`config.mk`:
```
export PLATFORM = sky130hd
export DESIGN_NAME = alu_muldiv_flat
export DESIGN_NICKNAME = d
export VERILOG_FILES = /design/src/rtl/alu_muldiv_pkg.sv /design/src/rtl/alu_muldiv_if.sv /design/src/rtl/alu_muldiv_muldiv_iter.sv /design/src/rtl/alu_muldiv.sv /design/src/flat_wrapper.sv
export SDC_FILE = /design/constraint.sdc
export NUM_CORES = 1
export LEC_CHECK = 0
export ABC_CLOCK_PERIOD_IN_PS = 4740
export BUFFER_PORTS_ARGS = -buffer_cell sky130_fd_sc_hd__clkbuf_2
export CORE_MARGIN = 2
export CORE_UTILIZATION = 49
export DETAILED_ROUTE_END_ITERATION = 10
export PLACE_DENSITY = 0.75
export SLEW_MARGIN = 25
export SYNTH_ARGS = -nofsm -noshare
export SYNTH_HDL_FRONTEND = slang
export SYNTH_SLANG_ARGS = --single-unit
```
`constraint.sdc`:
```
create_clock -name clk -period 4.74 [get_ports clk]
set_input_delay 0.474 -clock clk [delete_from_list [all_inputs] [get_ports clk]]
set_output_delay 0.474 -clock clk [all_outputs]
set_load 0.05 [all_outputs]
```
`src/rtl/alu_muldiv_pkg.sv`:
```
// rtl/alu_muldiv_pkg.sv - opcode and state encodings shared by the ALU/mul-div unit
package alu_muldiv_pkg;

    localparam int OP_W = 4;

    typedef enum logic [OP_W-1:0] {
        OP_ADD  = 4'd0,
        OP_SUB  = 4'd1,
        OP_AND  = 4'd2,
        OP_OR   = 4'd3,
        OP_XOR  = 4'd4,
        OP_NOR  = 4'd5,
        OP_SLT  = 4'd6,
        OP_SLTU = 4'd7,
        OP_SLL  = 4'd8,
        OP_SRL  = 4'd9,
        OP_SRA  = 4'd10,
        OP_MULU = 4'd11,
        OP_DIVU = 4'd12,
        OP_MFHI = 4'd13,
        OP_MFLO = 4'd14,
        OP_RSVD = 4'd15
    } op_e;

    typedef enum logic [1:0] {
        ST_IDLE = 2'd0,
        ST_MUL  = 2'd1,
        ST_DIV  = 2'd2
    } state_e;

endpackage

```
`src/rtl/alu_muldiv_if.sv`:
```
// rtl/alu_muldiv_if.sv - request/response handshake bundle between EX stage and the ALU
interface alu_muldiv_if #(
    parameter int WIDTH = 32,
    parameter int SEL_W = 4
);
    logic             in_valid;
    logic             in_ready;
    logic [SEL_W-1:0] op;
    logic [WIDTH-1:0] a;
    logic [WIDTH-1:0] b;
    logic             out_valid;
    logic             out_ready;
    logic [WIDTH-1:0] c;
    logic             c_out;
    logic             overflow;
    logic             zero;
    logic             div_zero;
    logic             busy;

    modport master (
        output in_valid, op, a, b, out_ready,
        input  in_ready, out_valid, c, c_out, overflow, zero, div_zero, busy
    );

    modport slave (
        input  in_valid, op, a, b, out_ready,
        output in_ready, out_valid, c, c_out, overflow, zero, div_zero, busy
    );
endinterface

```
`src/rtl/alu_muldiv_muldiv_iter.sv`:
```
// rtl/alu_muldiv_muldiv_iter.sv - iterative shift-add multiplier / restoring divider
module muldiv_iter #(
    parameter int WIDTH = 32
) (
    input  logic             clk,
    input  logic             rst,
    input  logic             start,
    input  logic             is_div,
    input  logic [WIDTH-1:0] a,
    input  logic [WIDTH-1:0] b,
    output logic             done,
    output logic [WIDTH-1:0] hi,
    output logic [WIDTH-1:0] lo
);
    localparam int CNT_W = $clog2(WIDTH);

    // hi_q: partial product high half / running remainder
    // lo_q: multiplier shifting out / dividend shifting into quotient
    logic [WIDTH-1:0] hi_q, hi_d;
    logic [WIDTH-1:0] lo_q, lo_d;
    logic [WIDTH-1:0] m_q, m_d;
    logic [CNT_W-1:0] cnt_q, cnt_d;
    logic             run_q, run_d;
    logic             div_q, div_d;
    logic [WIDTH:0]   add_sum;
    logic [WIDTH:0]   rem_sh;
    logic [WIDTH:0]   rem_diff;

    // One iteration per cycle; the final iteration's result is presented
    // combinationally alongside done so the owner can commit on that edge.
    always_comb begin
        hi_d     = hi_q;
        lo_d     = lo_q;
        m_d      = m_q;
        cnt_d    = cnt_q;
        run_d    = run_q;
        div_d    = div_q;
        done     = 1'b0;
        add_sum  = lo_q[0] ? ({1'b0, hi_q} + {1'b0, m_q}) : {1'b0, hi_q};
        rem_sh   = {hi_q, lo_q[WIDTH-1]};
        rem_diff = rem_sh - {1'b0, m_q};
        if (start) begin
            hi_d  = '0;
            lo_d  = a;
            m_d   = b;
            div_d = is_div;
            cnt_d = '0;
            run_d = 1'b1;
        end else if (run_q) begin
            if (div_q) begin
                // rem_diff[WIDTH] set means the trial subtraction borrowed
                if (!rem_diff[WIDTH]) begin
                    hi_d = rem_diff[WIDTH-1:0];
                    lo_d = {lo_q[WIDTH-2:0], 1'b1};
                end else begin
                    hi_d = rem_sh[WIDTH-1:0];
                    lo_d = {lo_q[WIDTH-2:0], 1'b0};
                end
            end else begin
                {hi_d, lo_d} = {add_sum, lo_q[WIDTH-1:1]};
            end
            cnt_d = cnt_q + CNT_W'(1);
            if (cnt_q == CNT_W'(WIDTH - 1)) begin
                run_d = 1'b0;
                done  = 1'b1;
            end
        end
    end

    // Iteration registers; reset abandons any operation in flight
    always_ff @(posedge clk) begin
        if (rst) begin
            hi_q  <= '0;
            lo_q  <= '0;
            m_q   <= '0;
            cnt_q <= '0;
            run_q <= 1'b0;
            div_q <= 1'b0;
        end else begin
            hi_q  <= hi_d;
            lo_q  <= lo_d;
            m_q   <= m_d;
            cnt_q <= cnt_d;
            run_q <= run_d;
            div_q <= div_d;
        end
    end

    assign hi = hi_d;
    assign lo = lo_d;

endmodule

```
`src/rtl/alu_muldiv.sv`:
```
// rtl/alu_muldiv.sv - EX-stage ALU with registered single-cycle ops and iterative MULU/DIVU
module alu_muldiv
    import alu_muldiv_pkg::*;
#(
    parameter int WIDTH = 32,
    parameter int SEL_W = 4
) (
    input logic         clk,
    input logic         rst,
    alu_muldiv_if.slave bus
);
    localparam int SH_W = $clog2(WIDTH);

    state_e           state_q, state_d;
    logic [WIDTH-1:0] hi_q, lo_q, c_q;
    logic             c_out_q, overflow_q, zero_q, div_zero_q, out_valid_q;
    logic             in_ready, busy;
    logic             accept, start_iter, div_by_zero;
    logic             iter_done;
    logic [WIDTH-1:0] eng_hi, eng_lo;
    op_e              op_c;
    logic [SH_W-1:0]  shamt;
    logic [WIDTH:0]   add_ext, sub_ext;
    logic [WIDTH-1:0] res_c;
    logic             res_cout, res_ovf, res_dz;

    assign op_c        = op_e'(bus.op[OP_W-1:0]);
    assign shamt       = bus.b[SH_W-1:0];
    assign div_by_zero = (op_c == OP_DIVU) && (bus.b == '0);
    assign accept      = bus.in_valid && in_ready;
    assign start_iter  = accept && ((op_c == OP_MULU) || ((op_c == OP_DIVU) && !div_by_zero));

    muldiv_iter #(.WIDTH(WIDTH)) u_iter (
        .clk    (clk),
        .rst    (rst),
        .start  (start_iter),
        .is_div (op_c == OP_DIVU),
        .a      (bus.a),
        .b      (bus.b),
        .done   (iter_done),
        .hi     (eng_hi),
        .lo     (eng_lo)
    );

    // Control state register
    always_ff @(posedge clk) begin
        if (rst) state_q <= ST_IDLE;
        else     state_q <= state_d;
    end

    // Enter MUL/DIV on an iterative accept, return to IDLE when the engine finishes
    always_comb begin
        state_d = state_q;
        case (state_q)
            ST_IDLE: if (start_iter) state_d = (op_c == OP_MULU) ? ST_MUL : ST_DIV;
            ST_MUL,
            ST_DIV:  if (iter_done) state_d = ST_IDLE;
            default: state_d = ST_IDLE;
        endcase
    end

    // Handshake outputs: a pending unconsumed result blocks new work
    always_comb begin
        in_ready = !rst && (state_q == ST_IDLE) && !(out_valid_q && !bus.out_ready);
        busy     = (state_q != ST_IDLE);
    end

    // Single-cycle datapath, evaluated on the operands being accepted
    always_comb begin
        add_ext  = {1'b0, bus.a} + {1'b0, bus.b};
        sub_ext  = {1'b0, bus.a} + {1'b0, ~bus.b} + (WIDTH+1)'(1);
        res_c    = '0;
        res_cout = 1'b0;
        res_ovf  = 1'b0;
        res_dz   = 1'b0;
        case (op_c)
            OP_ADD: begin
                res_c    = add_ext[WIDTH-1:0];
                res_cout = add_ext[WIDTH];
                res_ovf  = (bus.a[WIDTH-1] == bus.b[WIDTH-1]) && (add_ext[WIDTH-1] != bus.a[WIDTH-1]);
            end
            OP_SUB: begin
                res_c    = sub_ext[WIDTH-1:0];
                res_cout = sub_ext[WIDTH];
                res_ovf  = (bus.a[WIDTH-1] != bus.b[WIDTH-1]) && (sub_ext[WIDTH-1] != bus.a[WIDTH-1]);
            end
            OP_AND:  res_c = bus.a & bus.b;
            OP_OR:   res_c = bus.a | bus.b;
            OP_XOR:  res_c = bus.a ^ bus.b;
            OP_NOR:  res_c = ~(bus.a | bus.b);
            OP_SLT:  res_c = {{(WIDTH-1){1'b0}}, ($signed(bus.a) < $signed(bus.b))};
            OP_SLTU: res_c = {{(WIDTH-1){1'b0}}, (bus.a < bus.b)};
            OP_SLL:  res_c = bus.a << shamt;
            OP_SRL:  res_c = bus.a >> shamt;
            OP_SRA:  res_c = $signed(bus.a) >>> shamt;
            OP_DIVU: begin
                // only reaches this path when the divisor is zero
                res_c  = '1;
                res_dz = 1'b1;
            end
            OP_MFHI: res_c = hi_q;
            OP_MFLO: res_c = lo_q;
            default: res_c = '0;
        endcase
    end

    // Result, flag and HI/LO registers; held until the consumer takes them
    always_ff @(posedge clk) begin
        if (rst) begin
            hi_q        <= '0;
            lo_q        <= '0;
            c_q         <= '0;
            c_out_q     <= 1'b0;
            overflow_q  <= 1'b0;
            zero_q      <= 1'b0;
            div_zero_q  <= 1'b0;
            out_valid_q <= 1'b0;
        end else if (iter_done && (state_q != ST_IDLE)) begin
            hi_q        <= eng_hi;
            lo_q        <= eng_lo;
            c_q         <= eng_lo;
            c_out_q     <= 1'b0;
            overflow_q  <= 1'b0;
            zero_q      <= (eng_lo == '0);
            div_zero_q  <= 1'b0;
            out_valid_q <= 1'b1;
        end else if (accept) begin
            if (start_iter) begin
                out_valid_q <= 1'b0;
            end else begin
                c_q         <= res_c;
                c_out_q     <= res_cout;
                overflow_q  <= res_ovf;
                zero_q      <= (res_c == '0);
                div_zero_q  <= res_dz;
                out_valid_q <= 1'b1;
                if (div_by_zero) begin
                    hi_q <= bus.a;
                    lo_q <= '1;
                end
            end
        end else if (out_valid_q && bus.out_ready) begin
            out_valid_q <= 1'b0;
        end
    end

    assign bus.in_ready  = in_ready;
    assign bus.busy      = busy;
    assign bus.out_valid = out_valid_q;
    assign bus.c         = c_q;
    assign bus.c_out     = c_out_q;
    assign bus.overflow  = overflow_q;
    assign bus.zero      = zero_q;
    assign bus.div_zero  = div_zero_q;

endmodule
```
`src/flat_wrapper.sv`:
```
// flat-port wrapper written by rule: the top's interface ports become plain ports
module alu_muldiv_flat import alu_muldiv_pkg::*;
#(
    parameter int WIDTH = 32,
    parameter int SEL_W = 4
)
  (clk, rst, bus_in_valid, bus_op, bus_a, bus_b, bus_out_ready, bus_in_ready, bus_out_valid, bus_c, bus_c_out, bus_overflow, bus_zero, bus_div_zero, bus_busy);
  alu_muldiv_if #(.WIDTH(WIDTH), .SEL_W(SEL_W)) bus_i ();
  input logic clk;
  input logic rst;
  input wire logic [$bits(bus_i.in_valid)-1:0] bus_in_valid;
  input wire logic [$bits(bus_i.op)-1:0] bus_op;
  input wire logic [$bits(bus_i.a)-1:0] bus_a;
  input wire logic [$bits(bus_i.b)-1:0] bus_b;
  input wire logic [$bits(bus_i.out_ready)-1:0] bus_out_ready;
  output wire logic [$bits(bus_i.in_ready)-1:0] bus_in_ready;
  output wire logic [$bits(bus_i.out_valid)-1:0] bus_out_valid;
  output wire logic [$bits(bus_i.c)-1:0] bus_c;
  output wire logic [$bits(bus_i.c_out)-1:0] bus_c_out;
  output wire logic [$bits(bus_i.overflow)-1:0] bus_overflow;
  output wire logic [$bits(bus_i.zero)-1:0] bus_zero;
  output wire logic [$bits(bus_i.div_zero)-1:0] bus_div_zero;
  output wire logic [$bits(bus_i.busy)-1:0] bus_busy;
  assign bus_i.in_valid = bus_in_valid;
  assign bus_i.op = bus_op;
  assign bus_i.a = bus_a;
  assign bus_i.b = bus_b;
  assign bus_i.out_ready = bus_out_ready;
  assign bus_in_ready = bus_i.in_ready;
  assign bus_out_valid = bus_i.out_valid;
  assign bus_c = bus_i.c;
  assign bus_c_out = bus_i.c_out;
  assign bus_overflow = bus_i.overflow;
  assign bus_zero = bus_i.zero;
  assign bus_div_zero = bus_i.div_zero;
  assign bus_busy = bus_i.busy;
  alu_muldiv #(.WIDTH(WIDTH), .SEL_W(SEL_W)) u_core (.clk(clk), .rst(rst), .bus(bus_i));
endmodule
```
[Word-level counts from Yosys, hierarchy flattened]
Index checks and enable logic that the tools add are counted.
Cells by class
  add/subtract/negate cells: 6
  order comparisons: 2
  equality and inequality tests: 24
  shifts and indexed selects: 3
  muxes and demuxes: 41
  bitwise operators: 6
  reduce and logical (&&, ||, !) cells: 32
Operator list (number)
  2-to-1 mux 32 bit: 18
  case mux 32 bit (14 select lines): 1
  adder 32 x 32 -> 33 bit: 3
  logical NOT 32 bit: 3
  less-than comparator 32 bit: 2
  inverter 32 bit: 2
  adder 33 x 1 -> 33 bit, second input constant: 1
  2-to-1 mux 33 bit: 1
  subtractor 33 x 32 -> 33 bit: 1
  bitwise AND 32 bit: 1
  OR 32 bit: 1
  << shifter 32 x 5 -> 32 bit: 1
  right shift 32 x 5 -> 32 bit: 1
  >>> shifter 32 x 5 -> 32 bit: 1
  XOR 32 bit: 1
  == test 4 bit, second input constant: 7
  == test 4 x 3 -> 1 bit, second input constant: 4
  2-to-1 mux 1 bit: 15
  logical AND 1 bit: 11
  == test 4 x 2 -> 1 bit, second input constant: 2
  2-to-1 mux 2 bit: 3
  AND reduction 2 bit: 3
  nonzero test 2 bit: 3
  OR reduction 2 bit: 3
  other kinds (18): 25
Storage, ports and cells
  register bits: 206
  bits of input ports: 72
  output and inout bits: 39
  logic and storage cells: 129

[Longest topological paths before layout]
  depth in word-level cells: 10
  gate-level depth with buffers: 19

[By module]
Synthesis repeated with hierarchy kept, for this count alone.
Second synthesis, totals
  cells, all modules: 3589
  area total of the unflattened synthesis: 25852.3 µm²
Modules (own cells, without submodules)
  alu_muldiv: instances 1, cells an instance 2189, area each 15766.4 µm², seq. area each 2062.0 µm²
  muldiv_iter: instances 1, cells an instance 1400, area each 10085.9 µm², seq. area each 2062.0 µm²

[Worst setup path after synthesis]
No wires, ideal clock.
  path type: in2reg
  start point: in bus_b[3]
  end point: reg u_core.zero_q, in the netlist u_core.bus.zero
  arrival time: 5.047 ns
  path slack: -0.366 ns
  stages: 19
  path buffers: 5
  cells stage by stage: buf_2 -> buf_2 -> inv_1 -> clkbuf_1 -> clkbuf_1 -> clkbuf_1 -> ha_1 -> nor2_1 -> o311ai_0 -> a21oi_1 -> nor2_1 -> a211o_1 -> a211o_1 -> nor4_2 -> nand4_1 -> or4_1 -> or4b_1 -> nor4_2 -> a41o_1
Between the ends
  word-level cells in the longest chain between the ends: 10
  elaborated cells between the ends (all ways): 31
  classes of those cells: add/sub: 3; order compare: 2; eq/ne: 1; shift: 3; mux: 6; bitwise: 5; reduce/logical: 11
Ends and longest elaborated chain
  start: declaration: line flat_wrapper.sv:14  | input wire logic [$bits(bus_i.b)-1:0] bus_b;
  branches (longest 10 deep; another with adder 32 x 32 -> 33 bit)
  end signal: assignment: line alu_muldiv.sv:124  | zero_q <= (eng_lo == '0);
  end signal: assignment: line alu_muldiv.sv:134  | zero_q <= (res_c == '0);
  end: declaration: line alu_muldiv.sv:16  | logic c_out_q, overflow_q, zero_q, div_zero_q, out_valid_q;
Parallel ways; which one is timed is not known. The select of a mux whose other input is x is not followed.
A chain may end at the register's enable or synchronous reset.

[Worst setup path in the final report]
  start point: reg u_core.u_iter.cnt_q[0]
  end point: reg u_core.zero_q, in the netlist u_core.bus.zero
Between the ends
  word-level cells in the longest chain between the ends: 7
  elaborated cells between the ends (all ways): 9
  classes of those cells: eq/ne: 2; mux: 4; reduce/logical: 3
Ends and longest elaborated chain
  start: declaration: line alu_muldiv_muldiv_iter.sv:22  | logic [CNT_W-1:0] cnt_q, cnt_d;
  start signal: assignment: line alu_muldiv_muldiv_iter.sv:83  | cnt_q <= cnt_d;
  == test 5 bit (*): line alu_muldiv_muldiv_iter.sv:63  | if (cnt_q == CNT_W'(WIDTH - 1)) begin
  2-to-1 mux 1 bit (*): line alu_muldiv_muldiv_iter.sv:63
  2-to-1 mux 1 bit (*): line alu_muldiv_muldiv_iter.sv:49  | end else if (run_q) begin
  2-to-1 mux 1 bit (*): line alu_muldiv_muldiv_iter.sv:42  | if (start) begin
  logical AND 1 bit (*): line alu_muldiv.sv:118  | end else if (iter_done && (state_q != ST_IDLE)) begin
  inequality test 2 bit (no line) / nonzero test 2 bit (equally long branches)
  AND reduction 2 bit (no line)
Every way passes the cells marked *; elsewhere a longest branch is shown, timed or not.

==> flow_metrics.tcl <==
set metrics [dict create \
    clkTransAtPathRegs_ns 0.07 \
    routed_wl_mm 123 \
    post_cts_resized 0 \
    ys.flop_type "dfxtp_1" \
    crit_required_ns 5.26 \
    first_global_vias 26300 \
    fmax_ghz 0.217 \
    dpl.hpwl_mm 96.9 \
    hold_class "primary input to flop" \
    cpPeakStageDelay_ns 0.61 \
    max-slew-margin-rel_pct 20.3 \
    fin_setup_tns_ns 0 \
    clock_skew_ns 0.0227 \
    worst-slew-pin-transition_ns 1.18 \
    start_kind "flop" \
    critPathKind "flop to flop" \
    num_rows 79 \
    rsz0062_at_grt "no" \
    fillers 4508 \
    cts_buffers 25 \
    synth_cell_type_count 85 \
    initial_utilization_pct 49.8 \
    h-tree-depth 1 \
    timing.final.ws_setup_ns 0.132 \
    period_share_pct 97.2 \
    finalHoldViolCount 0 \
    timing.hold.ws_ns 0.196 \
    cts_sinks 206 \
    cts_tree "done" \
    cp_max_fo 3 \
    drv_slew 0 \
    status "finished, final reports clean" \
    dieArea_um2 49200 \
    clock_latency_ns 0.58 \
    power_density_nw_per_um2 238 \
    synth-async-reset-ratio_pct 0 \
    num_vias 28100 \
    grt_overflow_total 0 \
    syn_area_per_cell_um2 7.21 \
    p_leak_nw 11.6 \
    drtIter0Drc 4014 \
    cap_viol_max_count 0 \
    ios 111 \
    synth_area_um2 23300 \
    portBuffers 110 \
    crit_path_top_delay_cell "or4_1" \
    ys_seq_area_share_pct 17.7 \
    place_congestion 1.11 \
    synthCells 3226 \
    max-vdd-ir-drop_mv 0.280 \
    ant_nets 0 \
    grt_start_max_net_pins 98 \
    worst_ep_arrival_time_ns 5.13 \
    setup_violations 0 \
    synth-edff-count 0 \
    finalPower_w 0.00658 \
    syn-num-nets 3469 \
    core_area_um2 46800 \
    nNetsFinal 3743 \
    dr.pass1.iters 7 \
    vias_per_cell 6.81 \
    post_cts_buffers 0 \
    antenna_found_initial 9 \
    pre_cts_ws_ns -0.270 \
    die_height_um 222 \
    period_minus_slack_ns 4.61 \
    cts_max_path_buffers 3 \
    root_buffer "clkbuf_16" \
    die-width_um 222 \
    drive_gt1_share_pct 19.0 \
    grt_pass1_wl_mm 178 \
    grtUsageTotal_pct 48.4 \
    ys_ff_latch 206 \
    worstSetupEndpointType "flop" \
    synth_warnings 0 \
    drc_errors 0 \
    routedWlPerCell_um 29.8 \
    cts_hold_buf 0 \
    layout-area-overhead-vs-synth_pct 18.8 \
    path_cells "ha_1 -> and3_1 -> ha_1 -> nand2_1 -> nor2_4 -> a2111oi_0 -> buf_4 -> o2111a_1 -> o2111ai_1 -> nor4bb_1 -> buf_4 -> nand3_1 -> or4_1 -> or4b_1 -> nor4_2 -> a41o_1" \
]
[flip-flops by register name, summed over array words and instances (netlist names)]
signal,flops
u_core.bus.zero,1
u_core.lo_q,32
u_core.state_q,2
u_core.bus.c,32
u_core.u_iter.cnt_q,5
u_core.u_iter.lo_q,32
u_core.u_iter.run_q,1
u_core.hi_q,32
u_core.u_iter.div_q,1
u_core.bus.overflow,1
u_core.u_iter.m_q,32
u_core.u_iter.hi_q,32
u_core.bus.div_zero,1
u_core.bus.out_valid,1
u_core.bus.c_out,1
[power breakdown]
group	leakage, nW	internal [W]	switching [W]
Clock	0.431	0.00118	0.000871
Combinational	9.52	0.00101	0.00171
Sequential	1.67	0.00178	0.0000433
[placed cells by master (no fill, tap or decap), drive strengths merged, types with 27 or more instances in the layout]
cell | netlist | layout
o221ai | 30 | 30
a21oi | 315 | 315
o211ai | 41 | 41
xnor2 | 49 | 49
clkbuf | 207 | 136
nand2 | 374 | 374
nor2b | 28 | 28
and2 | 35 | 35
a21o | 46 | 46
nor2 | 355 | 355
o21bai | 27 | 27
mux4 | 57 | 57
o21ai | 182 | 182
nand3 | 68 | 68
a211oi | 83 | 83
buf | 48 | 396
a22oi | 41 | 41
nand4 | 27 | 27
nor3 | 84 | 84
ha | 167 | 167
o21a | 28 | 28
dfxtp | 206 | 206
inv | 157 | 161
mux2i | 120 | 120
a31oi | 27 | 27
[cell families after synthesis]
kind of cell             Yosys count  share of synthesized area (%)
AND/OR/NAND/NOR                 1097                           21.2
AO/OA/AOI/OAI                   1060                           30.1
buffers and inverters            415                           6.91
flip-flops                       206                           17.7
multiplexers                     203                           12.0
adder cells (fa/ha/maj)          171                           9.32
XOR/XNOR                          74                           2.79
[routing by layer]
metal | share of wire [%] | global-route usage, % | wire length [um] | vias up
li1 | - | - | - | 12400
met1 | 37 | 59.9 | 45700 | 13200
met2 | 42 | 73.7 | 51800 | 1978
met3 | 12 | 12.2 | 14700 | 481
met4 | 8.8 | 34.3 | 10800 | 12
met5 | 0.066 | 0 | 81 | -
[worst max-delay path, delay by kind of cell (launching register included)]
family | cells | cell delay [ns]
AND/OR/NAND/NOR | 8 | 2.32
buffers and inverters | 2 | 0.39
flip-flops | 1 | 0.33
adder cells (fa/ha/maj) | 2 | 0.43
AO/OA/AOI/OAI | 4 | 1.08
[per-stage QoR]
stage	cells	instance area (um^2)	util, %
after floorplan	3226	23300	-
after global placement	4080	26800	57.3
after detailed placement	4080	26800	57.3
after CTS	4126	27700	59.1
after global routing	4126	27700	59.1
final	4127	27700	59.1
[Yosys cell counts (46+ instances only)]
library cell    n  area, um^2
nor3_1         84         420
dfxtp_1       206        4120
o21ai_0       182         911
a21o_1         46         345
mux4_2         52        1170
ha_1          167        2090
inv_1         156         586
a211oi_1       83         623
mux2i_1       120        1200
a21oi_1       315        1580
nand3_1        68         340
nor2_1        355        1330
nand2_1       374        1400
clkbuf_1      207         777
xnor2_1        49         429
[cell type report]
class,instances,area (um^2),share of cell area [%]
Tap cell,607,759,2.75
Sequential cell,206,4130,14.9
Clock inverter,16,174,0.629
Clock buffer,30,696,2.52
Timing Repair Buffer,502,3670,13.3
Antenna cell,1,2.50,0.00905
Multi-Input combinational cell,2605,17600,63.7
Inverter,160,601,2.17
[final timing paths]
kind / startpoint / end / slack, ns / cells after the start
setup / recovery: u_core.u_iter.cnt_q[0] / u_core.bus.zero / 0.13 / 16
hold / removal: bus_b[8] / u_core.u_iter.m_q[8] / 0.20 / 3
setup reg to reg: u_core.u_iter.cnt_q[0] / u_core.bus.zero / 0.13 / 16
hold reg to reg: u_core.bus.c[9] / u_core.bus.c[9] / 0.45 / 2
No activity file was read; power rests on OpenSTA's default activity.
